**src/rtl/gate_op_arbiter.sv**
```systemverilog
// Round-robin arbiter sharing one bitwise logic unit (AND/OR/NOT/NAND/NOR)
// between NREQ requesters, with a single-entry registered output stage
// that supports valid/ready backpressure and reports the winner's index.
module gate_op_arbiter #(
  parameter int NREQ  = 4,
  parameter int WIDTH = 5,
  parameter int IDW   = $clog2(NREQ)
) (
  input  logic                   clk,
  input  logic                   rst_n,
  input  logic [NREQ-1:0]        req_valid,
  output logic [NREQ-1:0]        req_ready,
  input  logic [3*NREQ-1:0]      req_op,
  input  logic [WIDTH*NREQ-1:0]  req_a,
  input  logic [WIDTH*NREQ-1:0]  req_b,
  output logic                   out_valid,
  input  logic                   out_ready,
  output logic [WIDTH-1:0]       out_y,
  output logic [IDW-1:0]         out_id,
  output logic                   out_err,
  output logic [15:0]            op_count
);

  // Output slot occupancy; FULL is exactly out_valid.
  typedef enum logic {EMPTY = 1'b0, FULL = 1'b1} state_t;

  state_t             state, state_nxt;
  logic [IDW-1:0]     ptr;
  logic [IDW:0]       pick;
  logic               any_vld;
  logic [IDW-1:0]     win;
  logic               accept;
  logic               xfer;
  logic [2:0]         op_sel;
  logic [WIDTH-1:0]   a_sel;
  logic [WIDTH-1:0]   b_sel;
  logic [WIDTH:0]     res;
  logic [WIDTH-1:0]   y_p0;
  logic [IDW-1:0]     id_p0;
  logic               err_p0;
  logic [15:0]        cnt_p0;

  // First valid requester at or after p, wrapping; returns {found, index}.
  // The doubled vector rotated by p puts candidate k at bit k, so scanning
  // from the far end lets the nearest one overwrite the result.
  function automatic logic [IDW:0] rr_pick(input logic [NREQ-1:0] v,
                                           input logic [IDW-1:0]  p);
    logic [2*NREQ-1:0] dbl;
    logic [IDW:0]      sum;
    logic [IDW:0]      r;
    dbl = {v, v} >> p;
    sum = '0;
    r   = '0;
    for (int k = NREQ - 1; k >= 0; k--) begin
      if (dbl[k]) begin
        sum = {1'b0, p} + (IDW+1)'(k);
        if (sum >= (IDW+1)'(NREQ)) sum = sum - (IDW+1)'(NREQ);
        r = {1'b1, sum[IDW-1:0]};
      end
    end
    return r;
  endfunction

  // Bitwise logic unit; returns {err, y}. Illegal opcodes force y to zero.
  function automatic logic [WIDTH:0] gate_op(input logic [2:0]       op,
                                             input logic [WIDTH-1:0] a,
                                             input logic [WIDTH-1:0] b);
    logic [WIDTH:0] r;
    case (op)
      3'd0:    r = {1'b0, a & b};
      3'd1:    r = {1'b0, a | b};
      3'd2:    r = {1'b0, ~a};
      3'd3:    r = {1'b0, ~(a & b)};
      3'd4:    r = {1'b0, ~(a | b)};
      default: r = {1'b1, {WIDTH{1'b0}}};
    endcase
    return r;
  endfunction

  assign pick      = rr_pick(req_valid, ptr);
  assign any_vld   = pick[IDW];
  assign win       = pick[IDW-1:0];
  assign out_valid = (state == FULL);
  assign accept    = !out_valid || out_ready;
  assign xfer      = any_vld && accept;

  // Grant is one-hot on the winner and suppressed entirely while in reset.
  always_comb begin
    req_ready = '0;
    if (xfer && rst_n) req_ready = NREQ'(1) << win;
  end

  // Winner's request fields feed the logic unit.
  always_comb begin
    op_sel = req_op[int'(win)*3 +: 3];
    a_sel  = req_a[int'(win)*WIDTH +: WIDTH];
    b_sel  = req_b[int'(win)*WIDTH +: WIDTH];
    res    = gate_op(op_sel, a_sel, b_sel);
  end

  // Slot state transitions: fill on transfer, empty only on drain without refill.
  always_comb begin
    state_nxt = state;
    case (state)
      EMPTY:   if (xfer) state_nxt = FULL;
      FULL:    if (out_ready && !xfer) state_nxt = EMPTY;
      default: state_nxt = EMPTY;
    endcase
  end

  // Slot state register.
  always_ff @(posedge clk or negedge rst_n) begin
    if (!rst_n) state <= EMPTY;
    else        state <= state_nxt;
  end

  // Stage p0: capture winner's result, advance pointer past winner, count.
  always_ff @(posedge clk or negedge rst_n) begin
    if (!rst_n) begin
      y_p0   <= '0;
      id_p0  <= '0;
      err_p0 <= 1'b0;
      ptr    <= '0;
      cnt_p0 <= '0;
    end else if (xfer) begin
      y_p0   <= res[WIDTH-1:0];
      err_p0 <= res[WIDTH];
      id_p0  <= win;
      ptr    <= (win == IDW'(NREQ - 1)) ? '0 : win + IDW'(1);
      if (cnt_p0 != 16'hFFFF) cnt_p0 <= cnt_p0 + 16'd1;
    end
  end

  assign out_y    = y_p0;
  assign out_id   = id_p0;
  assign out_err  = err_p0;
  assign op_count = cnt_p0;

endmodule

```
**config.mk**
```make
export PLATFORM = sky130hd
export DESIGN_NAME = gate_op_arbiter
export DESIGN_NICKNAME = d
export VERILOG_FILES = /design/src/rtl/gate_op_arbiter.sv
export SDC_FILE = /design/constraint.sdc
export NUM_CORES = 1
export LEC_CHECK = 0
export ABC_AREA = 1
export CELL_PAD_IN_SITES_DETAIL_PLACEMENT = 1
export CELL_PAD_IN_SITES_GLOBAL_PLACEMENT = 1
export CORE_UTILIZATION = 32
export CTS_BUF_LIST = sky130_fd_sc_hd__clkbuf_4
export CTS_CLUSTER_SIZE = 28
export DETAILED_ROUTE_END_ITERATION = 12
export PLACE_DENSITY = 0.82
export SLEW_MARGIN = 5
export SYNTH_ARGS = -nofsm -noshare
export SYNTH_HDL_FRONTEND = slang
export SYNTH_SLANG_ARGS = --single-unit
```
**constraint.sdc**
```tcl
create_clock -name clk -period 2.4 [get_ports clk]
set_clock_uncertainty 0.1 [all_clocks]
set_input_delay 0.24 -clock clk [delete_from_list [all_inputs] [get_ports clk]]
set_output_delay 0.24 -clock clk [all_outputs]
set_load 0.02 [all_outputs]
```
==> results.ini <==
[status]
status=finished, violations left
violations=setup timing

[clock_network]
hold_buffers=0
numCtsBuffers=3
clock_path_buffers=2
cts_sinks=27
cts_root_buf=clkbuf_4
insertion_delay_ns=0.36
cts_tree=built
cts.clk_slew.worst_paths_ns=0.18
h-tree-depth=1

[setup_path]
setup.worst_path.start=ptr[0]$_DFFE_PN0P_
crit_arrival_ns=2.88
cp_slowest_stage_delay_ns=0.51
worst_path_max_delay_cell=dfrtp_2
worst_setup_path_end_kind=register
cp_num_buf_inv=4
crit_top_cell=nand2_1
cp_cell_sequence=clkinv_4 > nand2_4 > nand3_2 > nand2_4 > inv_1 > nand2_2 > nand2_4 > nand2_1 > nand2_4 > buf_12 > buf_12 > nand2_1 > nand2_1 > nor2_2 > nor2_1 > nor2_1 > nand3_1 > nand2_1 > nand2_1
endpoint=out_y[4]$_DFFE_PN0P_
crit_family=simple AND/OR/NAND/NOR gates
startpoint_type=register
worstPathRequired_ns=2.57
reg2reg_slack_ns=-0.31
path_class=reg -> reg
path_depth=19
critPathMaxFanout=12
r2r-start=ptr[0]$_DFFE_PN0P_
r2r-end=out_y[4]$_DFFE_PN0P_
reg2reg_depth=19

[floorplanning]
fp-row-count=31
dieHeight_um=90.7
fp.coreArea_um2=7410
die-area_um2=8220
io_pins=88
start_util=0.340
die_x_um=90.7

[logic_synthesis]
muxShareOfSynthArea=0
avgSynthCellArea_um2=6.24
synth_seq_cells=27
synth_fa_ha_area_frac=0.0249
ys_warn_count=0
yosysSeqAreaShare=0.269
synth_compound_area_frac=0.0403
syn-num-nets=467
yosysUniqueCellTypes=28
synth_top_family_by_area=simple AND/OR/NAND/NOR gates
synthCells=403
synth-xor-area-share=0.0557
synth_simple_gate_area_share=0.493
syn-cell-area_um2=2520

[job]
cap_violations=0

[routing]
remaining_drc_errors=0
vias=3259
drt-met1-wl_um=4850
route.met3.wl_um=569
wl_per_cell_um=19.5
final_antenna_net_count=0
vias_per_cell=5.14
highest_layer=met4
first_pass_iters=4
dr_wl_met2_um=6470
wirelength_um=12400
drt_iter0_drc=200

[grt]
grt_pass1_vias=3177
grt_pass1_wl_um=15000
grt_max_degree=28
grt-ovfl-total=0
antenna_found_initial=0
grt.total_usage=0.224

[placed_design]
dp_hpwl_um=6560
gp_congestion=0.867
portBuffers=87
post-place-ws_ns=-0.415
postPlaceCellArea_um2=3660

[timing]
slew_violations=0
finalSetupViolations=13
tightest_slew_ns=0.387
final.period_utilization=1.13
rsz0062_at_grt=yes
hold_slack_ns=0.185
fin_ws_ns=-0.310
max_freq_mhz=369
slew_headroom=0.742
period_needed_ns=2.71
setup_tns_ns=-2.15
final_hold_viol_count=0

[finish]
regArea_um2=678
final_area_um2=4350
antennaDiodeCount=0
fillCellCount=938
multi_input_area_um2=1900
fin_nets=600
drive_gt1_frac=0.301
area_delta_synth_final_pct=72.7

[min_path]
hold_class=in -> async

==> what timing repair did <==
action | CTS | global route
endpoints found under the setup margin | 10 | 18
cloned | 0 | 2
buffers inserted | 3 | 17
gates resized for setup | 57 | 77
hold endpoints to repair | 0 | 0
pin swaps | 5 | 44
==> cell usage in the layout (no fill, tap or decap), types with 7 or more instances in the layout <==
cell	count
inv_1	44
xor2_1	9
nand2_4	16
buf_4	40
nand3_1	23
nand3b_1	11
dfrtp_1	25
inv_2	7
nand2_1	115
o21ai_0	8
nor2_1	38
clkdlybuf4s50_1	83
nor2_2	10
nand3_2	10
buf_12	7
nand2_2	31
==> stage by stage <==
step / instances / util
2_1_floorplan: 403 / -
6_report: 634 / 0.587
3_3_place_gp: 608 / 0.495
3_5_place_dp: 608 / 0.495
5_1_grt: 634 / 0.587
4_1_cts: 615 / 0.522
==> worst min path at each step <==
stage	startpoint	to	slack, ns
2_1_floorplan	rst_n	op_count[0]$_DFFE_PN0P_	-0.16
3_3_place_gp	out_err$_DFFE_PN0P_	out_err$_DFFE_PN0P_	0.37
3_5_place_dp	out_id[1]$_DFFE_PN0P_	out_id[1]$_DFFE_PN0P_	0.38
4_1_cts	rst_n	out_y[4]$_DFFE_PN0P_	0.19
5_1_grt	rst_n	op_count[13]$_DFFE_PN0P_	0.20
6_report	rst_n	op_count[13]$_DFFE_PN0P_	0.19
==> cell type report <==
type                       instances  share of cell area
multi-input combinational        309               0.436
timing repair buffer             138               0.321
sequential                        27               0.156
inverter                          57              0.0510
tap                               99              0.0285
clock buffer                       3             0.00518
clock inverter                     1             0.00173
==> metal layers <==
| metal | up-vias | track usage |
|---|---|---|
| li1 | 1497 | - |
| met1 | 1581 | 0.275 |
| met2 | 135 | 0.417 |
| met3 | 46 | 0.0202 |
| met4 | 0 | 0.0497 |
| met5 | - | 0 |
==> flip-flops by register name, summed over array words and instances, names as in the netlist <==
signal / count
out_valid: 1
op_count: 16
out_y: 5
out_err: 1
out_id: 2
ptr: 2
==> cell families (layout without fill, tap and decap cells) <==
logic type,Yosys count,after routing
adders and majority gates,5,5
AOI/OAI and AO/OA,17,17
xor gates and xnor gates,16,16
and+or+nand+nor,271,271
buffers and inverters,67,199
DFF,27,27
==> synth_stat cells <==
master    number  share of area
nand2_1      146           0.22
nor2_1        49          0.073
inv_1         47          0.070
nand3_1       33          0.066
dfrtp_1       27           0.27
nand2_2       14          0.035
nand3b_1      11          0.033
xor2_1         9          0.031
o21ai_0        8          0.016
o21ai_1        7          0.014
xnor2_1        7          0.024
clkinv_1       5         0.0075
ha_1           5          0.025
nand3_2        5          0.020
buf_2          4         0.0080
nand4_1        4         0.0099
buf_4          3         0.0090
buf_6          3          0.013
inv_2          3         0.0045
nand2_4        3          0.013
inv_4          2         0.0050
nor3_1         2         0.0040
a21boi_4       1         0.0075
and2_1         1         0.0025
nand2_8        1         0.0080
nand3_4        1         0.0070
nor2_4         1         0.0045
o21a_1         1         0.0030
Power is not shown: default switching activity piles up to over one toggle a cycle in this logic, so the estimate is an artifact.
